===== src/rtl/popcnt_arbiter_if.sv =====
// Requester/consumer bundle for popcnt_arbiter: NREQ valid/ready word inputs and one
// registered count result with its requester ID.
interface popcnt_arbiter_if #(
   parameter int unsigned WIDTH = 16,
   parameter int unsigned NREQ  = 4
);
   localparam int unsigned ONES_W = $clog2(WIDTH + 1);
   localparam int unsigned ID_W   = $clog2(NREQ);

   logic [NREQ-1:0]       req_valid;
   logic [NREQ*WIDTH-1:0] req_data;
   logic [NREQ-1:0]       req_ready;
   logic                  res_valid;
   logic                  res_ready;
   logic [ONES_W-1:0]     res_ones;
   logic [ID_W-1:0]       res_id;

   modport master (
      output req_valid, req_data, res_ready,
      input  req_ready, res_valid, res_ones, res_id
   );

   modport slave (
      input  req_valid, req_data, res_ready,
      output req_ready, res_valid, res_ones, res_id
   );
endinterface


===== src/rtl/num_ones.sv =====
// Combinational population count of a WIDTH-bit word; result range 0..WIDTH.
module num_ones #(
   parameter int unsigned WIDTH = 16,
   localparam int unsigned ONES_W = $clog2(WIDTH + 1)
) (
   input  logic [WIDTH-1:0]  data_i,
   output logic [ONES_W-1:0] ones_o
);
   always_comb begin
      ones_o = '0;
      for (int unsigned i = 0; i < WIDTH; i++) begin
         ones_o = ones_o + ONES_W'(data_i[i]);
      end
   end
endmodule


===== src/rtl/popcnt_arbiter.sv =====
// Round-robin arbiter sharing one num_ones datapath among NREQ requesters, with a
// single-entry registered result stage that drains and refills in the same cycle.
module popcnt_arbiter #(
   parameter int unsigned WIDTH = 16,
   parameter int unsigned NREQ  = 4
) (
   input logic             clk,
   input logic             rst_n,
   popcnt_arbiter_if.slave bus
);
   localparam int unsigned ONES_W = $clog2(WIDTH + 1);
   localparam int unsigned ID_W   = $clog2(NREQ);

   localparam logic StEmpty = 1'b0;
   localparam logic StFull  = 1'b1;

   logic              state_q, state_d;
   logic [ID_W-1:0]   ptr_q, ptr_d;
   logic [ONES_W-1:0] ones_q, ones_d;
   logic [ID_W-1:0]   id_q, id_d;

   logic              can_load;
   logic [NREQ-1:0]   grant;
   logic              gnt_found;
   logic [ID_W-1:0]   gnt_id;
   logic [WIDTH-1:0]  gnt_data;
   logic [ONES_W-1:0] gnt_ones;
   logic [WIDTH-1:0]  words [NREQ];

   for (genvar g = 0; g < NREQ; g++) begin : g_words
      assign words[g] = bus.req_data[g*WIDTH +: WIDTH];
   end

   // A full stage frees up in the same cycle the consumer takes it.
   assign can_load = (state_q == StEmpty) || bus.res_ready;

   always_comb begin
      logic [ID_W-1:0] idx;
      idx       = '0;
      grant     = '0;
      gnt_found = 1'b0;
      gnt_id    = '0;
      if (can_load) begin
         for (int unsigned k = 0; k < NREQ; k++) begin
            idx = ID_W'((32'(ptr_q) + k) % NREQ);
            if (!gnt_found && bus.req_valid[idx]) begin
               gnt_found  = 1'b1;
               grant[idx] = 1'b1;
               gnt_id     = idx;
            end
         end
      end
   end

   assign gnt_data = words[gnt_id];

   num_ones #(
      .WIDTH (WIDTH)
   ) u_num_ones (
      .data_i (gnt_data),
      .ones_o (gnt_ones)
   );

   always_comb begin
      state_d = state_q;
      ptr_d   = ptr_q;
      ones_d  = ones_q;
      id_d    = id_q;
      if (gnt_found) begin
         state_d = StFull;
         ones_d  = gnt_ones;
         id_d    = gnt_id;
         ptr_d   = (gnt_id == ID_W'(NREQ - 1)) ? '0 : gnt_id + 1'b1;
      end else if (state_q == StFull && bus.res_ready) begin
         state_d = StEmpty;
      end
   end

   always_ff @(posedge clk or negedge rst_n) begin
      if (!rst_n) begin
         state_q <= StEmpty;
         ptr_q   <= '0;
         ones_q  <= '0;
         id_q    <= '0;
      end else begin
         state_q <= state_d;
         ptr_q   <= ptr_d;
         ones_q  <= ones_d;
         id_q    <= id_d;
      end
   end

   // Reset leaves the stage EMPTY, so ready must be masked explicitly while held.
   assign bus.req_ready = grant & {NREQ{rst_n}};
   assign bus.res_valid = (state_q == StFull);
   assign bus.res_ones  = ones_q;
   assign bus.res_id    = id_q;
endmodule


===== src/flat_wrapper.sv =====
// flat-port wrapper written by rule: the top's interface ports become plain ports
module popcnt_arbiter_flat 
#(
   parameter int unsigned WIDTH = 16,
   parameter int unsigned NREQ  = 4
)
  (clk, rst_n, bus_req_valid, bus_req_data, bus_res_ready, bus_req_ready, bus_res_valid, bus_res_ones, bus_res_id);
  popcnt_arbiter_if #(.WIDTH(WIDTH), .NREQ(NREQ)) bus_i ();
  input logic clk;
  input logic rst_n;
  input wire logic [$bits(bus_i.req_valid)-1:0] bus_req_valid;
  input wire logic [$bits(bus_i.req_data)-1:0] bus_req_data;
  input wire logic [$bits(bus_i.res_ready)-1:0] bus_res_ready;
  output wire logic [$bits(bus_i.req_ready)-1:0] bus_req_ready;
  output wire logic [$bits(bus_i.res_valid)-1:0] bus_res_valid;
  output wire logic [$bits(bus_i.res_ones)-1:0] bus_res_ones;
  output wire logic [$bits(bus_i.res_id)-1:0] bus_res_id;
  assign bus_i.req_valid = bus_req_valid;
  assign bus_i.req_data = bus_req_data;
  assign bus_i.res_ready = bus_res_ready;
  assign bus_req_ready = bus_i.req_ready;
  assign bus_res_valid = bus_i.res_valid;
  assign bus_res_ones = bus_i.res_ones;
  assign bus_res_id = bus_i.res_id;
  popcnt_arbiter #(.WIDTH(WIDTH), .NREQ(NREQ)) u_core (.clk(clk), .rst_n(rst_n), .bus(bus_i));
endmodule

===== config.mk =====
export PLATFORM = sky130hd
export DESIGN_NAME = popcnt_arbiter_flat
export DESIGN_NICKNAME = d
export VERILOG_FILES = /design/src/rtl/popcnt_arbiter_if.sv /design/src/rtl/num_ones.sv /design/src/rtl/popcnt_arbiter.sv /design/src/flat_wrapper.sv
export SDC_FILE = /design/constraint.sdc
export NUM_CORES = 1
export LEC_CHECK = 0
export ABC_AREA = 1
export BUFFER_PORTS_ARGS = -buffer_cell sky130_fd_sc_hd__buf_2
export CAP_MARGIN = 20
export CORE_UTILIZATION = 30
export CTS_CLUSTER_SIZE = 8
export DETAILED_ROUTE_END_ITERATION = 6
export GPL_TIMING_DRIVEN = 0
export HOLD_SLACK_MARGIN = 0.06
export PLACE_DENSITY = 0.54
export SLEW_MARGIN = 10
export SYNTH_ARGS = -nofsm -noshare
export SYNTH_HDL_FRONTEND = slang
export SYNTH_SLANG_ARGS = --single-unit

===== constraint.sdc =====
create_clock -name clk -period 5.85 [get_ports clk]
set_input_delay 0.2925 -clock clk [delete_from_list [all_inputs] [get_ports clk]]
set_output_delay 0.2925 -clock clk [all_outputs]
set_load 0.1 [all_outputs]

Word-level counts from Yosys, hierarchy flattened
Index checks and enable logic that the tools add are counted.
{"block": "word_totals", "reg_bits": 10, "input_bits": 71, "wordCells": 95, "output_inout_bits": 12}
{"block": "classes", "magnitude_cmp": 9, "muxes": 43, "eq_ne": 1, "bitwise": 6, "add_sub_neg": 19, "n_reduce_logical": 13}
{"operator": "adder 5 x 1 -> 5 bit", "count": 11}
{"operator": "binary-select mux 16 bit (select 2 bit)", "count": 1}
{"operator": "two-way mux 16 bit", "count": 2}
{"operator": "two-way mux 4 bit", "count": 8}
{"operator": "two-way mux 1 bit", "count": 18}
{"operator": "< comparator 2 x 3 -> 1 bit (second input constant)", "count": 4}
{"operator": "two-way mux 2 bit", "count": 6}
{"operator": "OR 4 bit", "count": 3}
{"operator": "binary-select mux 1 bit (select 2 bit)", "count": 4}
{"operator": "demux 1 bit (select 2 bit)", "count": 4}
{"operator": ">= comparator 2 x 1 -> 1 bit (second input constant)", "count": 4}
{"operator": "logical AND 1 bit", "count": 8}
{"operator": "adder 4 x 1 -> 5 bit", "count": 1}
{"operator": "adder 2 x 1 -> 2 bit (second input constant)", "count": 2}
{"operator": "adder 2 bit (second input constant)", "count": 2}
{"operator": "adder 3 x 1 -> 4 bit", "count": 1}
{"operator": "bitwise AND 4 bit", "count": 1}
{"operator": "adder 2 x 1 -> 3 bit", "count": 1}
{"operator": ">= comparator 3 bit (second input constant)", "count": 1}
{"operator": "logical NOT 1 bit", "count": 3}
{"operator": "inverter 2 -> 3 bit", "count": 1}
{"operator": "adder 1 x 1 -> 2 bit", "count": 1}
{"operator": "equality test 2 bit (second input constant)", "count": 1}
{"operator": "nonzero test 2 bit", "count": 1}
{"operator": "other kinds (2)", "count": 2}

Longest topological paths before layout
Gate-level depths: netlist of run 1.
{"block": "depth", "word_depth": 35, "depth_mapped": 28}

Hierarchy
A second synthesis of run 1 with hierarchy kept.
{"block": "unflattened", "cells_unflattened": 381, "hier_area_um2": 2228.4}
{"mod": "popcnt_arbiter", "n_inst": 1, "cells_per_inst": 333, "area_each_um2": 1831.8}
{"mod": "num_ones", "n_inst": 1, "cells_per_inst": 48, "area_each_um2": 396.6}

Worst setup path after synthesis of run 1
OpenSTA, ideal clock, no wires.
{"block": "synth_path", "kind": "register -> register", "from": "register u_core.ptr_q[1]", "to": "register u_core.ones_q[4], in the netlist u_core.bus.res_ones[4]", "t_arrival_ns": 4.951, "synth_period_minus_slack_ns": 5.034, "path_stages_with_launch": 28, "path_slack_ns": 0.816, "setup_ns": 0.083, "cell_sequence": "dfrtp_1 inv_1 ha_1 inv_1 nand2_1 nand2_2 nor2_8 nand3_2 nand2_4 inv_2 nand2_4 buf_6 nand2_1 nand3_1 nand2_1 fa_1 inv_1 fa_1 fa_1 inv_1 fa_1 inv_1 ha_1 inv_1 fa_1 nor2_1 o21ai_0 o21ai_0"}
{"block": "synth_via", "elab_chain_cells": 35}
{"item": "start: declaration", "line": "popcnt_arbiter.sv:18", "source": "logic [ID_W-1:0] ptr_q, ptr_d;"}
{"item": "start signal: assignment", "line": "popcnt_arbiter.sv:87", "source": "ptr_q <= ptr_d;"}
{"item": "binary-select mux 1 bit (select 2 bit)", "line": "popcnt_arbiter.sv:46", "source": "if (!gnt_found && bus.req_valid[idx]) begin"}
{"item": "two-way mux 1 bit (implied by the code)", "line": "popcnt_arbiter.sv:46"}
{"item": "two-way mux 1 bit", "line": "popcnt_arbiter.sv:46"}
{"item": "two-way mux 1 bit", "line": "popcnt_arbiter.sv:43", "source": "if (can_load) begin"}
{"item": "logical NOT 1 bit", "line": "popcnt_arbiter.sv:46"}
{"item": "logical AND 1 bit", "line": "popcnt_arbiter.sv:46"}
{"item": "two-way mux 1 bit", "line": "popcnt_arbiter.sv:46"}
{"item": "two-way mux 1 bit", "line": "popcnt_arbiter.sv:43"}
{"item": "[... 8 more ...]"}
{"item": "inverter 2 -> 3 bit (implied by the code)", "line": "popcnt_arbiter.sv:55", "source": "assign gnt_data = words[gnt_id];"}
{"item": "binary-select mux 16 bit (select 2 bit)", "line": "popcnt_arbiter.sv:55"}
{"item": "two-way mux 16 bit (implied by the code) (2 in series)", "line": "popcnt_arbiter.sv:55"}
{"item": "adder 1 x 1 -> 2 bit", "line": "num_ones.sv:12", "source": "ones_o = ones_o + ONES_W'(data_i[i]);"}
{"item": "adder 2 x 1 -> 3 bit", "line": "num_ones.sv:12"}
{"item": "adder 3 x 1 -> 4 bit", "line": "num_ones.sv:12"}
{"item": "adder 4 x 1 -> 5 bit", "line": "num_ones.sv:12"}
{"item": "adder 5 x 1 -> 5 bit (11 in series)", "line": "num_ones.sv:12"}
{"item": "end signal: assignment", "line": "popcnt_arbiter.sv:88", "source": "ones_q <= ones_d;"}
{"item": "end: declaration", "line": "popcnt_arbiter.sv:19", "source": "logic [ONES_W-1:0] ones_q, ones_d;"}
Parallel ways exist; a longest one is shown, timed or not. The select of a mux whose other input is x is not followed.
A chain may end at the register's enable or synchronous reset.

Worst setup path in the final report of run 1
{"block": "layout_path", "from": "register u_core.ptr_q[0]", "to": "register u_core.ones_q[4], in the netlist u_core.bus.res_ones[4]"}
The elaborated chain is that of the path after synthesis.

==> summary.md, run 1 <==
Summing all flip-flop and latch instances after layout gives 253 µm². The run gives 516 as the number of nets in the layout. Cell type with the highest aggregate area in the netlist: nand2_1. The number of cells on the worst reg-to-reg path is 28.

The number of input and output port buffers inserted is 82. The run finished with clean final reports. The via count normalized by instance count works out to 4.53. The layout has 738 filler cells. The largest single stage delay on the critical path is 530 ps. The number of buffers inserted during clock tree synthesis was 3; the max-capacitance violation count was 0. Summing all multi-input logic gate instances after layout gives 1510 µm².

After synthesis the cells add up to 2090 µm². The logs give 5610 ps for the critical path data arrival time and 0 for the number of failing setup endpoints in the final timing report. For the net count after synthesis, the log shows 421. After detailed routing, the total wire length is 5530 µm.

The region available for standard cell placement spans 6760 µm². The tools report the number of antenna repair diodes as 0. The logs give 0.815 for the placer's final routability congestion estimate and 7310 µm² for the area of the die.

Summed over all failing endpoints, the final setup total negative slack is 0 ps. The path type of the worst setup path was register to register. The clock passes through at most 2 buffers.

The CTS sink count is 10, and the starting density of the core is 0.309. Total global-route track usage: 0.155. Along the worst path, the maximum fanout reaches 13. The count of final max-slew check failures is 0. The cell sitting at the root of the clock tree is a clkbuf_8. The final clock period utilization by the worst path came out at 0.932.

The wire length per cell after detailed routing was 11.1 µm; the global route total overflow was 0. Entering global routing, the biggest net connects 14 pins. At the pin with the least slew margin, the transition time is 504 ps. The first global-routing pass estimated 9210 µm of wire.

Measured along the y axis, the die boundary spans 85.5 µm. TritonCTS built the clock tree. The logs give 230 ps for the clock insertion delay at the later pin of the skew report and 7.10 ps for the worst clock skew. Number of hold-slack violations in the final timing report: 0. The run gives 4500 µm as the detailed-placement wirelength estimate.

Synthesis instantiated 27 different standard cells from the library. The die width is 85.5 µm. The endpoint type of the worst setup path was a register. The flip-flop and latch count after synthesis was 10; the share of the synthesized area in the top cell type was 0.196.

Total number of H-tree levels: 1. The largest individual stage delay along the critical path comes from the cell fa_1. The finished cells cover 2710 µm².

Upper clock frequency limit: 183 MHz. After clock tree synthesis, the clock-pin slew on the worst setup and hold paths is 50 ps. For the worst slew margin relative to its limit, the log shows 0.666. The logs give 83 for the number of primary I/O pins and 89 for the iteration-0 DRC count of the detailed router. The logs give 0 for the Yosys warning count and 2600 µm² for the post-place instance area. The filler-free cell count of the finished design is 500, and the shortest period the worst path allows is 5450 ps.

The remaining antenna violation count after routing came out at 0. Share of final-layout standard cells stronger than drive strength 1: 0.321. Signed area change from the synthesized netlist to the final layout: 29.8%.

Once placement completed, the tool counted placed cells totaling 489. By area the synthesized netlist is led by nand2_1 20%, dfrtp_1 12%, nand3_1 11%. The class of the tightest hold or removal check is primary input to async pin. The share of the yosys chip area belonging to registers was 0.120. Synthesis handed over a netlist of 327 instances. The number of antenna violations at the first check in global routing is 0, and the mean cell area of the mapped netlist is 6.39 µm². The utilization after layout came out at 0.402.

The detailed-router iteration count before antenna repair is 5. The tools report the number of rows created at floorplan as 30. The worst setup path is launched from a register. The tools report the via count of the first global-routing pass as 2070. The tools report the count of unresolved DRC violations after routing as 0. The via total after detailed routing was 2265.

Required time reported for the critical path endpoint: 6000 ps.
layout by cell type (no fill, tap or decap), types with 6 or more instances in the layout:
master,count
nor2_1,6
o21bai_1,11
nand2_4,6
nand3_1,46
nand2_2,6
nand2_1,109
dfrtp_1,8
inv_1,59
buf_2,86
fa_1,10
ha_1,13
buf_4,10
o21ai_0,10
cell usage after synthesis:
cell type  instances
xor2_1             2
fa_1              10
a21boi_0           1
nor2_8             4
nand3_2            4
nand2_1          109
buf_2              5
nor2_4             2
nand2_4            6
o21ai_2            1
ha_1              13
o21ai_1            1
buf_4              3
a22oi_1            2
inv_2              4
buf_6              3
o21ai_4            1
nand2_2            6
nand4_1            2
o21ai_0           10
nor2_1             6
nand3_1           46
inv_8              1
inv_1             60
dfrtp_1           10
o21bai_1          11
a21oi_1            4
worst max-delay path, delay by kind of cell, from the launching register on:
kind | cells | cell delay [ps]
simple gates | 10 | 1020
fa+ha+maj | 7 | 2930
buf+inv | 9 | 740
compound gates | 2 | 250
flops | 1 | 410
final cells by class:
cell class / instances / area share
tap: 80 / 0.0369
inverter: 65 / 0.0941
multi-input combinational: 241 / 0.556
timing repair buffer: 90 / 0.174
buffer: 11 / 0.0309
clock buffer: 3 / 0.0152
sequential: 10 / 0.0931
cell families (layout without fill, tap and decap cells):
logic type	Yosys count	count (layout)	share of synthesized area
AOI/OAI and AO/OA	31	31	0.0981
xor gates and xnor gates	2	2	0.00838
adders and majority gates	23	23	0.174
buffers and inverters	76	169	0.159
DFF	10	10	0.120
and+or+nand+nor	185	185	0.441
registers in the layout, summed over array words and instances (netlist names):
name / cells
u_core.ptr_q: 2
u_core.bus.res_valid: 1
u_core.bus.res_ones: 5
u_core.bus.res_id: 2
layer usage:
metal	share of wire	global-route usage
met1	0.48	0.221
met3	0.045	0.0282
met2	0.47	0.258
met4	0	0.00455
met5	0	0
stage by stage:
step | hold slack, ps | worst slack (ps)
2_1_floorplan | -3.09 | 816
6_report | 458 | 396
3_3_place_gp | 174 | 201
5_1_grt | 480 | -3.52
3_5_place_dp | 182 | 174
4_1_cts | 470 | 145
timing repair:
item                                    CTS  global route
endpoints found under the setup margin    0             4
gates resized for setup                   0             4
hold buffers                              1             0
endpoints found under the hold margin    10             0
buffers inserted                          0             7
path summary, 6_finish.rpt:
path | start | endpoint | slack, ps
setup / recovery | u_core.ptr_q[0] | u_core.bus.res_ones[4] | 400
hold / removal | rst_n | u_core.bus.res_ones[4] | 460
setup reg to reg | u_core.ptr_q[0] | u_core.bus.res_ones[4] | 400
hold reg to reg | u_core.bus.res_ones[0] | u_core.bus.res_ones[0] | 490
max in group asynchronous | rst_n | u_core.ptr_q[0] | 5160
min in group clk | bus_res_ready | u_core.bus.res_valid | 480
Power of run 1 is left out: the tool's default activity adds up to more than one toggle a clock period on the data nets, which glitch-free logic cannot reach.
==> inputs of run 2 (changes only) <==
Settings changed: PLACE_DENSITY 0.54 to 0.53, SYNTH_HIERARCHICAL set to 1.
==> run 2 against run 1 <==
Utilization down 0.66 points; register-to-register slack better by 70 ps; maximum frequency up 1.3%; final area up 5.0%; critical path depth down 4; first-iteration DRC count up 9.0%; non-clock buffer count up 1; cell count up 14%; synthesized cell count up 17%; count of clock-buffer cells in the layout unchanged; area after synthesis up 6.6%; worst setup slack better by 70 ps.
==> summary.md, run 2 <==
The run finished with clean final reports. The max-capacitance violation count came out at 0 (unchanged). Terminus of the critical flop-to-flop path: u_core/bus.res_ones[4] (was u_core.bus.res_ones[4]). Endpoint type of the worst setup path: a register (unchanged).

Ranking of synthesized cells by area: inv_1 18%, nand2_1 18%, dfrtp_1 11% (was nand2_1 20%, dfrtp_1 12%, nand3_1 11%). The tools report the element type at the critical path start as a register (unchanged). Wire length of the first global-routing pass: 10700 µm (was 9210 µm). Synth top cells by count: 109 x inv_1, 109 x nand2_1, 39 x nand3_1 (was 109 x nand2_1, 60 x inv_1, 46 x nand3_1). The share of the yosys chip area belonging to registers was 0.112 (was 0.120). The critical path data arrival time was 5550 ps (was 5610 ps); the number of rows created at floorplan was 31 (was 30). The area occupied by registers came out at 253 µm² (unchanged). The post-placement worst setup slack was 269 ps (was 174 ps); the shortest period the worst path allows was 5380 ps (was 5450 ps). The area taken by multi-input logic gates came out at 1460 µm² (was 1510 µm²). Total core area: 7210 µm² (was 6760 µm²). The required time reported for the critical path endpoint was 6020 ps (was 6000 ps). Class of the tightest hold or removal check: primary input to async pin (unchanged).

The placer's final routability congestion estimate came out at 0.826 (was 0.815). The utilization after layout is 0.395 (was 0.402), and the count of unresolved DRC violations after routing is 0 (unchanged). Share of final-layout standard cells stronger than drive strength 1: 0.265 (was 0.321). The flip-flop and latch count after synthesis is 10 (unchanged).

For the area of the die, the log shows 7780 µm² (was 7310 µm²). The run gives 0.170 (was 0.155) as the total global-route track usage. The clock insertion delay at the later pin of the skew report was 220 ps (was 230 ps); the final routed wirelength across all metal layers was 6130 µm (was 5530 µm). The remaining antenna violation count after routing was 0 (unchanged).

The mean cell area of the mapped netlist came out at 5.85 µm² (was 6.39 µm²). Cell type with the highest aggregate area in the netlist: inv_1 (was nand2_1). The die width works out to 88.2 µm (was 85.5 µm). The most common library cell in the layout ignoring fill and taps was nand2_1 (unchanged). The detailed-router iteration count before antenna repair is 6 (was 5). Upper clock frequency limit: 186 MHz (was 183 MHz). The share of the synthesized area in the top cell type was 0.184 (was 0.196). The number of synthesized flops with an enable pin works out to 0 (unchanged).

The vertical die dimension works out to 88.2 µm (was 85.5 µm). The most common flop cell mapped by yosys was dfrtp_1 (unchanged). The run gives 2491 (was 2265) as the via total after detailed routing.

The tools report the iteration-0 DRC count of the detailed router as 97 (was 89). Net count after synthesis: 476 (was 421). The run gives 0.309 (about the same) as the starting density of the core. Via count of the first global-routing pass: 2486 (was 2070). The path type of the worst setup path is register to register (unchanged). The run gives 12 (was 14) as the largest net degree at the start of global routing.

The run gives 1 (unchanged) as the total number of H-tree levels. Setup repair after global routing left no endpoint under its margin. The final worst setup slack was 466 ps (was 396 ps); the number of primary I/O pins was 83 (unchanged). Beginning of the worst register-to-register path: u_core/ptr_q[0] (was u_core.ptr_q[0]). The wire length per cell after detailed routing was 10.7 µm (was 11.1 µm). The number of antenna repair diodes was 0 (unchanged).

Worst reg-to-reg path cell count: 24 (was 28). The run gives 26 (was 27) as the count of different cell masters after synthesis. The number of failing setup endpoints in the final timing report was 0 (unchanged). Number of hold-slack violations in the final timing report: 0 (unchanged). TritonCTS built the clock tree.

The via count normalized by instance count is 4.37 (was 4.53), and the detailed-placement wirelength estimate is 5020 µm (was 4500 µm). Most frequent cells in the layout: 109 x nand2_1, 108 x inv_1, 89 x buf_2 (was 109 x nand2_1, 86 x buf_2, 59 x inv_1). Post-synthesis instance total: 381 (was 327). The number of flip-flops in the largest register is 5 (unchanged), and the maximum buffer depth of the clock tree is 2 (unchanged). The logs give 0 (unchanged) for the global route total overflow and 470 ps (was 400 ps) for the slack of the worst reg-to-reg path. The run gives 822 (was 738) as the fill cell total of the finished layout. CTS sink count: 10 (unchanged). The number of input and output port buffers inserted is 82 (unchanged). The register clock-pin slew on the reported worst setup and hold paths came out at 40 ps (was 50 ps).

The largest fanout on the critical path came out at 11 (was 13). Fraction of registers with async set/reset: 1.00 (unchanged). The summed instance area of the synthesized netlist was 2230 µm² (was 2090 µm²). Yosys warning count: 6 (was 0). The signed area change from the synthesized netlist to the final layout was 27.9% (was 29.8%); the count of final max-slew check failures was 0 (unchanged). Number of buffers inserted during clock tree synthesis: 3 (unchanged). The worst slew margin relative to its limit was 0.667 (was 0.666); the number of antenna violations at the first check in global routing was 0 (unchanged). The root cell of the clock tree was clkbuf_8 (unchanged). Number of nets in the layout: 568 (was 516). The post-route setup TNS is 0 ps (unchanged), and the slew at the pin with the worst max-slew slack is 496 ps (was 504 ps). The final clock period utilization by the worst path is 0.920 (was 0.932), and the worst clock skew is 0.948 ps (was 7.10 ps).
-- run 2: worst max-delay path, cell delays in order, from the launching register on --
cell     delay [ps]
dfrtp_2         450
inv_2           180
ha_1            310
inv_1           120
nand3_2         100
nand2_4         110
inv_2            40
nor2_1          110
nand2_1          80
nand3_2         100
nand2_4          90
inv_2           150
buf_6           170
nand3_1          80
nand2_1          70
inv_1            50
fa_1            500
fa_1            510
fa_1            530
fa_1            420
fa_1            420
fa_1            420
o21ai_0         200
nand2_1          70
nand2_1          60
-- run 2: timing repair --
action,in CTS,in global routing
buffers inserted,0,4
hold buffers,1,0
endpoints found under the setup margin,0,3
hold endpoints to repair,10,0
gates resized for setup,0,3
-- run 2: worst max path at each step --
stage                    start                endpoint  slack (ps)  cells after the start
2_1_floorplan  u_core/ptr_q[1]  u_core/bus.res_ones[2]         760                     24
4_1_cts        u_core/ptr_q[1]  u_core/bus.res_ones[4]         250                     23
5_1_grt        u_core/ptr_q[0]  u_core/bus.res_ones[4]           4                     24
3_5_place_dp   u_core/ptr_q[1]  u_core/bus.res_ones[4]         270                     23
3_3_place_gp   u_core/ptr_q[1]  u_core/bus.res_ones[2]         250                     23
6_report       u_core/ptr_q[0]  u_core/bus.res_ones[4]         470                     24
-- run 2: cell families (layout without fill, tap and decap cells) --
logic type | after synthesis | count (layout) | share of synthesized area
AOI/OAI and AO/OA | 14 | 14 | 0.0343
xor gates and xnor gates | 1 | 1 | 0.00393
adders and majority gates | 24 | 24 | 0.168
buffers and inverters | 129 | 219 | 0.231
DFF | 10 | 10 | 0.112
and+or+nand+nor | 203 | 203 | 0.450
-- run 2: layout make-up --
class	count	share of cell area
plain buffers	15	0.0307
flip-flops and latches	10	0.0887
repair buffers	87	0.158
well taps	99	0.0435
clock buffers	3	0.0145
inverters	114	0.151
multi-input cells	242	0.513
-- run 2: metrics by stage --
step	hold slack, ps	cells	instance area (µm²)
after floorplan	-3.09	381	2230
after global placement	168	562	2760
after detailed placement	167	562	2760
after CTS	461	566	2810
after global routing	486	570	2850
final	459	570	2850
-- run 2: layer usage --
| metal | up-vias | global-route usage | routed length (µm) |
|---|---|---|---|
| met4 | 0 | 0.0308 | 23 |
| met3 | 3 | 0.0132 | 217 |
| li1 | 1339 | - | - |
| met5 | - | 0 | 0 |
| met2 | 72 | 0.313 | 3000 |
| met1 | 1077 | 0.218 | 2890 |
Power of run 2 is left out for the same reason.
